===== config.mk =====
export PLATFORM = sky130hd
export DESIGN_NAME = cv32e40p_apu_arbiter
export DESIGN_NICKNAME = d
export VERILOG_FILES = /design/src/rtl/cv32e40p_apu_core_pkg.sv /design/src/rtl/cv32e40p_apu_arb_id_fifo.sv /design/src/rtl/cv32e40p_apu_arbiter.sv
export SDC_FILE = /design/constraint.sdc
export NUM_CORES = 1
export LEC_CHECK = 0
export BUFFER_PORTS_ARGS = -buffer_cell sky130_fd_sc_hd__buf_2
export CORE_AREA = 2 2 263 265
export DETAILED_ROUTE_END_ITERATION = 6
export DIE_AREA = 0 0 265 267
export SYNTH_ARGS = -nofsm -noshare
export SYNTH_HDL_FRONTEND = slang
export SYNTH_HIERARCHICAL = 1
export SYNTH_SLANG_ARGS = --single-unit

===== constraint.sdc =====
create_clock -name clk_i -period 6.3 [get_ports clk_i]
set_input_delay 1.89 -clock clk_i [delete_from_list [all_inputs] [get_ports clk_i]]
set_output_delay 1.89 -clock clk_i [all_outputs]
set_load 0.03 [all_outputs]

===== src/rtl/cv32e40p_apu_core_pkg.sv =====
// Shared APU width constants plus the types used by the cluster APU arbiter.
package cv32e40p_apu_core_pkg;

    localparam int APU_NARGS_CPU     = 3;
    localparam int APU_WOP_CPU       = 6;
    localparam int APU_NDSFLAGS_CPU  = 15;
    localparam int APU_NUSFLAGS_CPU  = 5;

    localparam int APU_ARB_MAX_CORES = 16;

    typedef enum logic {
        IDLE,
        LOCKED
    } apu_arb_state_e;

endpackage


===== src/rtl/cv32e40p_apu_arb_id_fifo.sv =====
// In-order FIFO of requester IDs; each entry names the core that owns the
// next APU response. Pushes while full and pops while empty are ignored.
module cv32e40p_apu_arb_id_fifo #(
    parameter int DEPTH = 4,
    parameter int WIDTH = 2
) (
    input  logic                       i_clk,
    input  logic                       i_rst,
    input  logic                       i_push,
    input  logic [WIDTH-1:0]           i_data,
    input  logic                       i_pop,
    output logic [WIDTH-1:0]           o_data,
    output logic                       o_full,
    output logic                       o_empty,
    output logic [$clog2(DEPTH):0]     o_count
);

    localparam int AW = $clog2(DEPTH);
    localparam int CW = AW + 1;

    logic [WIDTH-1:0] r_mem [DEPTH];
    logic [AW-1:0]    r_wrPtr;
    logic [AW-1:0]    r_rdPtr;
    logic [CW-1:0]    r_count;
    logic             w_doPush;
    logic             w_doPop;

    assign w_doPush = i_push && !o_full;
    assign w_doPop  = i_pop && !o_empty;
    assign o_full   = (r_count == CW'(DEPTH));
    assign o_empty  = (r_count == '0);
    assign o_count  = r_count;
    assign o_data   = r_mem[r_rdPtr];

    // Storage, pointers and occupancy; pointers wrap naturally (power-of-2 depth)
    always_ff @(posedge i_clk or posedge i_rst) begin
        if (i_rst) begin
            for (int i = 0; i < DEPTH; i++) begin
                r_mem[i] <= '0;
            end
            r_wrPtr <= '0;
            r_rdPtr <= '0;
            r_count <= '0;
        end else begin
            if (w_doPush) begin
                r_mem[r_wrPtr] <= i_data;
                r_wrPtr        <= r_wrPtr + 1'b1;
            end
            if (w_doPop) begin
                r_rdPtr <= r_rdPtr + 1'b1;
            end
            case ({w_doPush, w_doPop})
                2'b10:   r_count <= r_count + 1'b1;
                2'b01:   r_count <= r_count - 1'b1;
                default: r_count <= r_count;
            endcase
        end
    end

endmodule


===== src/rtl/cv32e40p_apu_arbiter.sv =====
// Round-robin arbiter sharing one APU between NB_CORES cores; responses are
// routed back in order through an ID FIFO.
// Optional macro CV32E40P_APU_ARB_PERF_EN adds a saturating contention counter.
module cv32e40p_apu_arbiter
    import cv32e40p_apu_core_pkg::*;
#(
    parameter int NB_CORES        = 4,
    parameter int MAX_OUTSTANDING = 4,
    parameter int IDW             = $clog2(NB_CORES)
) (
    input  logic                                              clk_i,
    input  logic                                              rst_i,
    input  logic [NB_CORES-1:0]                               core_apu_req_i,
    output logic [NB_CORES-1:0]                               core_apu_gnt_o,
    input  logic [NB_CORES-1:0][APU_NARGS_CPU-1:0][31:0]      core_apu_operands_i,
    input  logic [NB_CORES-1:0][APU_WOP_CPU-1:0]              core_apu_op_i,
    input  logic [NB_CORES-1:0][APU_NDSFLAGS_CPU-1:0]         core_apu_flags_i,
    output logic [NB_CORES-1:0]                               core_apu_rvalid_o,
    output logic [31:0]                                       core_apu_result_o,
    output logic [APU_NUSFLAGS_CPU-1:0]                       core_apu_flags_o,
    output logic                                              apu_req_o,
    input  logic                                              apu_gnt_i,
    output logic [APU_NARGS_CPU-1:0][31:0]                    apu_operands_o,
    output logic [APU_WOP_CPU-1:0]                            apu_op_o,
    output logic [APU_NDSFLAGS_CPU-1:0]                       apu_flags_o,
    input  logic                                              apu_rvalid_i,
    input  logic [31:0]                                       apu_result_i,
    input  logic [APU_NUSFLAGS_CPU-1:0]                       apu_flags_i,
    output logic [$clog2(MAX_OUTSTANDING):0]                  outstanding_o,
    output logic                                              rsp_err_o
`ifdef CV32E40P_APU_ARB_PERF_EN
    ,
    output logic [31:0]                                       contention_cnt_o
`endif
);

    apu_arb_state_e r_state;
    apu_arb_state_e w_nextState;
    logic [IDW-1:0] r_lockId;
    logic [IDW-1:0] r_rrPtr;
    logic           r_rspErr;
    logic [IDW-1:0] w_rrWinner;
    logic [IDW-1:0] w_winner;
    logic [IDW-1:0] w_head;
    logic           w_anyReq;
    logic           w_apuReq;
    logic           w_handshake;
    logic           w_pop;
    logic           w_full;
    logic           w_empty;

    assign w_handshake       = w_apuReq & apu_gnt_i;
    assign w_pop             = apu_rvalid_i & ~w_empty;
    assign rsp_err_o         = r_rspErr;
    assign core_apu_result_o = apu_result_i;
    assign core_apu_flags_o  = apu_flags_i;

    // Round-robin pick: first requesting core at or after r_rrPtr, cyclically
    always_comb begin
        int idx;
        idx        = 0;
        w_anyReq   = 1'b0;
        w_rrWinner = r_rrPtr;
        for (int i = 0; i < NB_CORES; i++) begin
            idx = int'(r_rrPtr) + i;
            if (idx >= NB_CORES) begin
                idx = idx - NB_CORES;
            end
            if (!w_anyReq && core_apu_req_i[IDW'(idx)]) begin
                w_anyReq   = 1'b1;
                w_rrWinner = IDW'(idx);
            end
        end
    end

    // Next-state logic; LOCKED pins the winner so the payload cannot change
    // under a stalled request, and a full ID FIFO blocks new requests
    always_comb begin
        w_nextState = r_state;
        w_apuReq    = 1'b0;
        w_winner    = w_rrWinner;
        if (!rst_i) begin
            case (r_state)
                IDLE: begin
                    if (!w_full && w_anyReq) begin
                        w_apuReq = 1'b1;
                        if (!apu_gnt_i) begin
                            w_nextState = LOCKED;
                        end
                    end
                end
                LOCKED: begin
                    w_apuReq = 1'b1;
                    w_winner = r_lockId;
                    if (apu_gnt_i) begin
                        w_nextState = IDLE;
                    end
                end
                default: w_nextState = IDLE;
            endcase
        end
    end

    // State, lock id, round-robin pointer and sticky orphan-response flag
    always_ff @(posedge clk_i or posedge rst_i) begin
        if (rst_i) begin
            r_state  <= IDLE;
            r_lockId <= '0;
            r_rrPtr  <= '0;
            r_rspErr <= 1'b0;
        end else begin
            r_state <= w_nextState;
            if (r_state == IDLE && w_nextState == LOCKED) begin
                r_lockId <= w_winner;
            end
            if (w_handshake) begin
                r_rrPtr <= (w_winner == IDW'(NB_CORES - 1)) ? '0 : w_winner + 1'b1;
            end
            if (apu_rvalid_i && w_empty) begin
                r_rspErr <= 1'b1;
            end
        end
    end

    // Payload mux, grant decode and response routing to the FIFO head core
    always_comb begin
        apu_req_o         = w_apuReq;
        apu_operands_o    = '0;
        apu_op_o          = '0;
        apu_flags_o       = '0;
        core_apu_gnt_o    = '0;
        core_apu_rvalid_o = '0;
        if (w_apuReq) begin
            apu_operands_o           = core_apu_operands_i[w_winner];
            apu_op_o                 = core_apu_op_i[w_winner];
            apu_flags_o              = core_apu_flags_i[w_winner];
            core_apu_gnt_o[w_winner] = apu_gnt_i;
        end
        if (w_pop) begin
            core_apu_rvalid_o[w_head] = 1'b1;
        end
    end

    cv32e40p_apu_arb_id_fifo #(
        .DEPTH (MAX_OUTSTANDING),
        .WIDTH (IDW)
    ) u_idFifo (
        .i_clk   (clk_i),
        .i_rst   (rst_i),
        .i_push  (w_handshake),
        .i_data  (w_winner),
        .i_pop   (w_pop),
        .o_data  (w_head),
        .o_full  (w_full),
        .o_empty (w_empty),
        .o_count (outstanding_o)
    );

`ifdef CV32E40P_APU_ARB_PERF_EN
    logic [31:0]         r_contentionCnt;
    logic [NB_CORES-1:0] w_others;

    // Requests from cores other than the current winner
    always_comb begin
        w_others           = core_apu_req_i;
        w_others[w_winner] = 1'b0;
    end

    // Saturating count of cycles where another core waits behind the winner
    always_ff @(posedge clk_i or posedge rst_i) begin
        if (rst_i) begin
            r_contentionCnt <= '0;
        end else if (w_apuReq && (|w_others) && (r_contentionCnt != '1)) begin
            r_contentionCnt <= r_contentionCnt + 1'b1;
        end
    end

    assign contention_cnt_o = r_contentionCnt;
`endif

endmodule


==> results of run 1 <==
==> report_power, final <==
part           switching (mW)  internal, mW  total [mW]
registers              0.0674         0.203       0.270
logic                    2.02          1.22        3.24
clock network          0.0477        0.0851       0.133
total                    2.14          1.51        3.64
==> layout make-up <==
cell class / instances / area [um^2] / share of cell area
flip-flops and latches: 21 / 526 / 0.0589
clock inverters: 1 / 5.00 / 0.000561
diodes: 24 / 60.1 / 0.00673
well taps: 882 / 1100 / 0.124
repair buffers: 633 / 3310 / 0.371
multi-input cells: 439 / 3800 / 0.426
inverters: 11 / 41.3 / 0.00462
clock buffers: 3 / 75.1 / 0.00841
==> routing by layer <==
layer / vias to the layer above / GRT usage / wire length, um
met5: - / 0.0229 / 126
met4: 18 / 0.0365 / 1750
met3: 90 / 0.0566 / 5780
met2: 496 / 0.149 / 15700
met1: 3134 / 0.104 / 13900
li1: 3250 / - / -
==> final timing paths <==
kind                       slack (ns)             endpoint                start  depth (start not counted)
max in group asynchronous        4.14    u_idFifo/r_mem[1]                rst_i                          2
hold / removal                   0.46            rsp_err_o            rsp_err_o                          1
setup / recovery                 0.34       apu_flags_o[7]    core_apu_req_i[1]                          9
hold reg to reg                  0.46            rsp_err_o            rsp_err_o                          1
min in group asynchronous        1.69            rsp_err_o                rst_i                          3
setup reg to reg                 3.48  u_idFifo/o_count[2]  u_idFifo/o_count[0]                         12
==> cells by family (layout without fill, tap and decap cells) <==
| group | Yosys count | count (layout) | share of synthesized area |
|---|---|---|---|
| multiplexers | 248 | 248 | 0.497 |
| buffers and inverters | 100 | 648 | 0.149 |
| AND/OR/NAND/NOR | 43 | 43 | 0.0444 |
| flip-flops | 21 | 21 | 0.104 |
| other | 0 | 24 | 0 |
| AO/OA/AOI/OAI | 135 | 135 | 0.177 |
| XOR/XNOR | 6 | 6 | 0.0104 |
| adder cells (fa/ha/maj) | 7 | 7 | 0.0188 |
==> registers in the layout (all words and copies together), names as in the netlist <==
name              count
r_lockId              2
rsp_err_o             1
r_rrPtr               2
u_idFifo/o_count      3
u_idFifo/r_mem        8
r_state               1
u_idFifo/r_rdPtr      2
u_idFifo/r_wrPtr      2
==> worst max-delay path, stage by stage <==
cell and delay [ns]:
buf_2 0.13, or2_1 0.28, o22ai_1 0.16, o31a_2 0.24
buf_12 0.29, buf_4 0.30, mux2i_1 0.34, o22ai_1 0.13
buf_2 0.20
==> placed cells by master, fill, tap and decap left out, types with 4 or more instances in the layout <==
master	Yosys	final
nor3_1	4	4
ha_1	6	6
dfrtp_1	21	21
mux2i_1	236	236
o22ai_1	118	118
inv_1	10	10
buf_4	41	22
nor2_1	12	12
diode_2	0	24
nand2_1	13	13
mux2_2	10	10
buf_2	15	605
nor2b_1	4	4
buf_12	0	6
==> impl_metrics.tcl, run 1 <==
set metrics [dict create \
    setup_viol 0 \
    io_buffers 605 \
    antenna_left 0 \
    cts_sinks 21 \
    worstPathRequired_ns 4.41 \
    rows 96 \
    fin_cells 2014 \
    yosysTopAreaCell "mux2i_1" \
    hold_class "reg -> reg" \
    rsz0062_at_grt "false" \
    initial_utilization 0.0746 \
    numCtsBuffers 3 \
    power.density_nw_per_um2 408 \
    synth_area_leaders "mux2i_1 47%, o22ai_1 15%, dfrtp_1 10%" \
    grt_pass1_vias 6358 \
    grt_start_max_net_pins 70 \
    cts_setup_buffers 0 \
    fin_nets 1629 \
    gp_congestion 0.811 \
    synth_warnings 6 \
    yosys.area.top_type_share 0.466 \
    skew_ns 0.00512 \
    p_leak_nw 5.07 \
    timing.critical_path.arrival_ns 4.07 \
    critPathMaxFanout 48 \
    drive_above_1_share 0.595 \
    slew_headroom 0.581 \
    nFillCells 7809 \
    ctsResizeCount 0 \
    drt_pre_antenna_iters 4 \
    postPlaceCellArea_um2 8790 \
    hold_viol 0 \
    htree_num_levels 1 \
    final_min_period_over_clock_period 0.946 \
    pre_cts_ws_ns 0.408 \
    hpwl_mm 33.2 \
    syn_area_um2 5070 \
    syn2layout_area_growth_pct 76.2 \
    clock.fmax_mhz 168 \
    synth_most_common_cell "mux2i_1" \
    avgRoutedWirePerCell_um 18.5 \
    grt_usage 0.0954 \
    setup_tns_ns 0 \
    synth_fp_nets 1080 \
    die_area_um2 70800 \
    cts_buffer_depth 2 \
    dp.cells 1986 \
    drtIter0Drc 352 \
    yosys-top-cells-count "236 x mux2i_1, 118 x o22ai_1, 41 x buf_4" \
    cts_tree "built" \
    final_cell_area_um2 8930 \
    synthArstFlopShare 1.00 \
    synth_edf_count 0 \
    clk-insertion-delay-late_ns 0.25 \
    vias 6988 \
    antenna_found_initial 39 \
    synth.ff_latch_count 21 \
    finalPower_mw 3.64 \
    drv_slew 0 \
    synth_seq_area_share 0.104 \
    avgSynthCellArea_um2 9.05 \
    endpoint_kind "primary output" \
    die_w_um 265 \
    cap_violations 0 \
    fin_crit_ns 5.96 \
    synth_top_flop_cell "dfrtp_1" \
    clk_pin_slew_ns 0.06 \
    critPathKind "in -> out" \
    hold_buffers 0 \
    drc_errors 0 \
    worst_pin_slew_ns 0.628 \
    synth_cell_type_count 42 \
    status "complete, no violations" \
    routed_via_density 3.47 \
    grt_pass1_wl_mm 47.5 \
    synth_cells 560 \
    utilization 0.131 \
    die_h_um 267 \
    worst_setup_path_start_kind "primary input" \
    wl_mm 37.3 \
    peakVddDrop_mv 0.232 \
    ioPinCount 680 \
    coreArea_um2 68000 \
    root_buffer "clkbuf_16" \
    setup_ws_ns 0.342 \
    grt_overflow 0 \
    hold_ws_ns 0.457 \
]
(Power assumes the default switching activity.)
==> run 2: changes to the inputs <==
--- a/config.mk
+++ b/config.mk
@@ -5,10 +5,12 @@
 export SDC_FILE = /design/constraint.sdc
 export NUM_CORES = 1
 export LEC_CHECK = 0
+export ABC_AREA = 1
 export BUFFER_PORTS_ARGS = -buffer_cell sky130_fd_sc_hd__buf_2
-export CORE_AREA = 2 2 263 265
+export CORE_AREA = 2 2 261 263
 export DETAILED_ROUTE_END_ITERATION = 6
-export DIE_AREA = 0 0 265 267
+export DIE_AREA = 0 0 263 265
+export REMOVE_ABC_BUFFERS = 1
 export SYNTH_ARGS = -nofsm -noshare
 export SYNTH_HDL_FRONTEND = slang
 export SYNTH_HIERARCHICAL = 1
==> impl_metrics.tcl, run 2 <==
set metrics [dict create \
    status "complete, no violations" \
    nFillCells 7888 \
    fin_nets 2591 \
    rows 95 \
    vias 11800 \
    layout_commonest_cell "buf_2" \
    setup_viol 0 \
    cts_buffer_depth 2 \
    numCtsBuffers 3 \
    synth_cell_type_count 24 \
    initial_utilization 0.111 \
    synth.ff_latch_count 21 \
    synth_warnings 6 \
    setup_ws_ns 0.276 \
    cts_sinks 21 \
    fin_crit_ns 6.02 \
    routed_via_density 4.01 \
    top_register "u_idFifo/r_mem" \
    power.density_nw_per_um2 680 \
    die_area_um2 69700 \
    yosys-top-cells-count "559 x nand2_1, 375 x nand3_1, 264 x inv_1" \
    cap_violations 0 \
    grt_start_max_net_pins 80 \
    worst_setup_path_start_kind "primary input" \
    ctsResizeCount 0 \
    syn2layout_area_growth_pct 54.3 \
    avgRoutedWirePerCell_um 17.2 \
    ff_latch_area_um2 526 \
    yosysTopAreaCell "nand2_1" \
    endpoint_kind "primary output" \
    pre_cts_ws_ns 0.345 \
    clock.fmax_mhz 166 \
    coreArea_um2 66800 \
    critPathKind "in -> out" \
    die_w_um 263 \
    slew_headroom 0.595 \
    drv_slew 0 \
    synth_area_leaders "nand2_1 28%, nand3_1 25%, inv_1 13%" \
    worstPathRequired_ns 4.41 \
    drt_pre_antenna_iters 5 \
    worst_pin_slew_ns 0.607 \
    clk-insertion-delay-late_ns 0.25 \
    grt_pass1_wl_mm 71.1 \
    gp_congestion 0.891 \
    syn_area_um2 7390 \
    synth_edf_count 0 \
    ioPinCount 680 \
    synth_top_flop_cell "dfrtp_1" \
    clk_pin_slew_ns 0.06 \
    synth_most_common_cell "nand2_1" \
    avgSynthCellArea_um2 4.75 \
    hold_viol 0 \
    peakVddDrop_mv 0.406 \
    hpwl_mm 42.2 \
    synth_cells 1556 \
    yosys.area.top_type_share 0.284 \
    largest_reg_flops 8 \
    multi_input_area_um2 4970 \
    final_min_period_over_clock_period 0.956 \
    p_leak_nw 7.19 \
    antenna_found_initial 24 \
    grt_pass1_vias 10900 \
    io_buffers 605 \
    cts_tree "built" \
    cts_setup_buffers 0 \
    grt_usage 0.137 \
    skew_ns 0.00264 \
    layout_common_cells "605 x buf_2, 557 x nand2_1, 375 x nand3_1, 263 x inv_1, 117 x a21oi_1" \
    root_buffer "clkbuf_16" \
    setup_tns_ns 0 \
    synth_seq_area_share 0.0711 \
    drc_errors 0 \
    hold_buffers 0 \
    synthArstFlopShare 1.00 \
    htree_num_levels 1 \
    hold_class "reg -> reg" \
    timing.critical_path.arrival_ns 4.13 \
    critPathMaxFanout 48 \
    drive_above_1_share 0.331 \
    rsz0062_at_grt "false" \
    wl_mm 50.8 \
    drtIter0Drc 695 \
    utilization 0.171 \
    die_h_um 265 \
    grt_overflow 0 \
    antenna_left 0 \
]
-- run 2: changes by cell type after synthesis, sizes merged, moves of 10 or more --
cell    previous run  this run
buf               83       139
mux2              10         0
nand4              0        11
mux2i            236         0
a21oi              2       117
clkbuf             6        19
nand3              0       376
o22ai            118         1
inv               11       267
nand2             13       562
-- run 2: final timing paths --
kind / from / end / slack (ns) / cells after the start
max: core_apu_req_i[1] / apu_operands_o[10] / 0.28 / 15
min: rsp_err_o / rsp_err_o / 0.46 / 1
max reg2reg: r_rrPtr[0] / u_idFifo/o_count[2] / 2.66 / 21
min reg2reg: rsp_err_o / rsp_err_o / 0.46 / 1
max in group asynchronous: rst_i / u_idFifo/r_wrPtr[1] / 4.14 / 2
min in group asynchronous: rst_i / r_state / 1.63 / 2
-- run 2: cells by family after synthesis --
group | Yosys count | share of synthesized area
compound gates | 131 | 0.0892
xor+xnor | 1 | 0.00119
fa+ha+maj | 7 | 0.0129
buf+inv | 425 | 0.261
flops | 21 | 0.0711
simple gates | 971 | 0.565
-- run 2: power by group --
| group | switching (mW) | internal (mW) | leakage, nW |
|---|---|---|---|
| sequential | 0.0696 | 0.195 | 0.260 |
| clock | 0.0503 | 0.0853 | 0.0409 |
| combinational | 5.05 | 2.30 | 6.89 |
-- run 2: worst max-delay path, cell delays in order --
cell     delay [ns]
buf_2          0.12
inv_1          0.07
nand2_1        0.07
nand3_1        0.11
nand2_1        0.08
nor2_2         0.15
nand4_1        0.16
nand3_4        0.28
nand2_8        0.08
buf_12         0.18
buf_12         0.23
nand2_1        0.05
nand3_1        0.05
a21oi_1        0.25
buf_2          0.25
-- run 2: area by class of cell --
type | count | share of cell area
tap | 873 | 0.0958
clock buffer | 3 | 0.00659
inverter | 267 | 0.0884
sequential | 21 | 0.0461
timing repair buffer | 668 | 0.326
multi-input combinational | 1110 | 0.436
antenna | 3 | 0.000659
clock inverter | 1 | 0.000439
-- run 2: through the flow --
| step | hold WS, ns | area (um^2) | std cells | total power [mW] |
|---|---|---|---|---|
| after global routing | 0.488 | 11400 | 2946 | 8.46 |
| after floorplan | 0.437 | 6460 | 1398 | 5.10 |
| after CTS | 0.465 | 11400 | 2943 | 7.79 |
| after global placement | 0.444 | 11300 | 2939 | 7.62 |
| after detailed placement | 0.452 | 11300 | 2939 | 7.63 |
| final | 0.459 | 11400 | 2946 | 7.75 |
-- run 2: routing by layer --
layer  vias to the layer above  part of all wire  track usage
li1                       5832                 -            -
met1                      5169              0.37        0.147
met2                       709              0.44        0.220
met3                        88              0.17       0.0912
met4                        14             0.025       0.0317
met5                         -            0.0053       0.0194
==> run 3: changes to the inputs <==
--- a/config.mk
+++ b/config.mk
@@ -5,12 +5,12 @@
 export SDC_FILE = /design/constraint.sdc
 export NUM_CORES = 1
 export LEC_CHECK = 0
-export ABC_AREA = 1
 export BUFFER_PORTS_ARGS = -buffer_cell sky130_fd_sc_hd__buf_2
-export CORE_AREA = 2 2 261 263
+export CORE_AREA = 2 2 263 265
 export DETAILED_ROUTE_END_ITERATION = 6
-export DIE_AREA = 0 0 263 265
+export DIE_AREA = 0 0 265 267
 export REMOVE_ABC_BUFFERS = 1
+export SETUP_SLACK_MARGIN = 0.05
 export SYNTH_ARGS = -nofsm -noshare
 export SYNTH_HDL_FRONTEND = slang
 export SYNTH_HIERARCHICAL = 1
==> impl_metrics.tcl, run 3 (synthesis gave the netlist of run 1 again) <==
set metrics [dict create \
    status "complete, no violations" \
    critical_path.max_stage_delay_ns 0.34 \
    hpwl_mm 42.4 \
    setup_viol 0 \
    final_cell_area_um2 8930 \
    routed_via_density 3.53 \
    grt_start_max_net_pins 63 \
    die_w_um 265 \
    drtIter0Drc 266 \
    layout_common_cells "605 x buf_2, 236 x mux2i_1, 118 x o22ai_1, 21 x dfrtp_1, 20 x buf_4" \
    ioPinCount 680 \
    antenna_left 0 \
    rows 96 \
    initial_utilization 0.0746 \
    die_area_um2 70800 \
    clk_pin_slew_ns 0.06 \
    finalPower_mw 3.64 \
    gp_congestion 0.886 \
    wl_mm 46.7 \
    nFillCells 7867 \
    timing.critical_path.arrival_ns 3.88 \
    postPlaceCellArea_um2 8810 \
    cts_setup_buffers 0 \
    power.density_nw_per_um2 407 \
    fin_cells 2006 \
    vias 7089 \
    setup_tns_ns 0 \
    fin_crit_ns 5.77 \
    worst_pin_slew_ns 0.585 \
    grt_pass1_wl_mm 57.9 \
    cp-startpoint "core_apu_req_i[1]" \
    hold_buffers 0 \
    io_buffers 605 \
    die_h_um 267 \
    clk-insertion-delay-late_ns 0.26 \
    grt_pass1_vias 6535 \
    peakVddDrop_mv 0.219 \
    critPathMaxFanout 50 \
    htree_num_levels 1 \
    cap_violations 0 \
    numCtsBuffers 3 \
    crit_chain "buf_2 > or2_1 > o22ai_1 > o31a_2 > buf_12 > buf_12 > mux2i_1 > o22ai_1 > buf_2" \
    critPathKind "in -> out" \
    hold_class "reg -> reg" \
    root_buffer "clkbuf_16" \
    worst_setup_path_start_kind "primary input" \
    hold_ws_ns 0.453 \
    layout_commonest_cell "buf_2" \
    skew_ns 0.00206 \
    hold_viol 0 \
    ctsResizeCount 0 \
    endpoint_kind "primary output" \
    rsz0062_at_grt "false" \
    cts_sinks 21 \
    avgRoutedWirePerCell_um 23.3 \
    antenna_found_initial 60 \
    dp.cells 1986 \
    coreArea_um2 68000 \
    syn2layout_area_growth_pct 76.2 \
    slew_headroom 0.610 \
    p_leak_nw 5.08 \
    final_min_period_over_clock_period 0.916 \
    fin_nets 1629 \
    drt_pre_antenna_iters 5 \
    drive_above_1_share 0.594 \
    largest_reg_flops 8 \
    cts_buffer_depth 2 \
    path_buf_inv 4 \
    grt_overflow 0 \
    reg2reg_from "u_idFifo/o_count[0]" \
    crit_slowest_cell "buf_12" \
    drv_slew 0 \
    top_register "u_idFifo/r_mem" \
    grt_usage 0.123 \
    hold_start "rsp_err_o" \
    cts_tree "built" \
    worstPathRequired_ns 4.41 \
    drc_errors 0 \
    clock.fmax_mhz 173 \
    path_delay_family "buffers and inverters" \
]
## run 3: cell count changes in the layout (fill, tap and decap cells not counted), sizes merged, moves of 115 or more
cell / change
inv: -256
o22ai: +117
nand3: -376
nand2: -549
a21oi: -115
mux2i: +236
## run 3: report_power, final
group | internal, mW | switching (mW)
combinational | 1.23 | 2.00
sequential | 0.203 | 0.0672
clock | 0.0864 | 0.0510
## run 3: per-layer routing
| layer | vias to the layer above | track usage | part of all wire |
|---|---|---|---|
| li1 | 3237 | - | - |
| met2 | 604 | 0.175 | 0.38 |
| met4 | 42 | 0.0206 | 0.018 |
| met3 | 100 | 0.129 | 0.22 |
| met5 | - | 0.0360 | 0.013 |
| met1 | 3106 | 0.123 | 0.37 |
## run 3: path summary, 6_finish.rpt
check	endpoint	slack (ns)	depth (start not counted)
worst max-delay path	apu_flags_o[2]	0.53	9
worst min-delay path	rsp_err_o	0.45	1
worst max register to register	u_idFifo/o_count[2]	3.50	12
worst min register to register	rsp_err_o	0.45	1
max in group asynchronous	u_idFifo/o_count[1]	4.19	2
min in group asynchronous	rsp_err_o	1.65	3
## run 3: area by class of cell
type	instances	area (um^2)	share of cell area
inverter	11	41.3	0.00462
clock buffer	4	78.8	0.00882
sequential	21	526	0.0588
antenna	16	40.0	0.00448
multi-input combinational	439	3800	0.426
tap	882	1100	0.124
timing repair buffer	633	3340	0.374
## run 3: stage by stage
step,utilization,worst slack (ns)
6_report,0.131,0.530
4_1_cts,0.131,0.571
5_1_grt,0.131,0.407
2_1_floorplan,-,-7.81
3_3_place_gp,0.130,0.587
3_5_place_dp,0.130,0.568
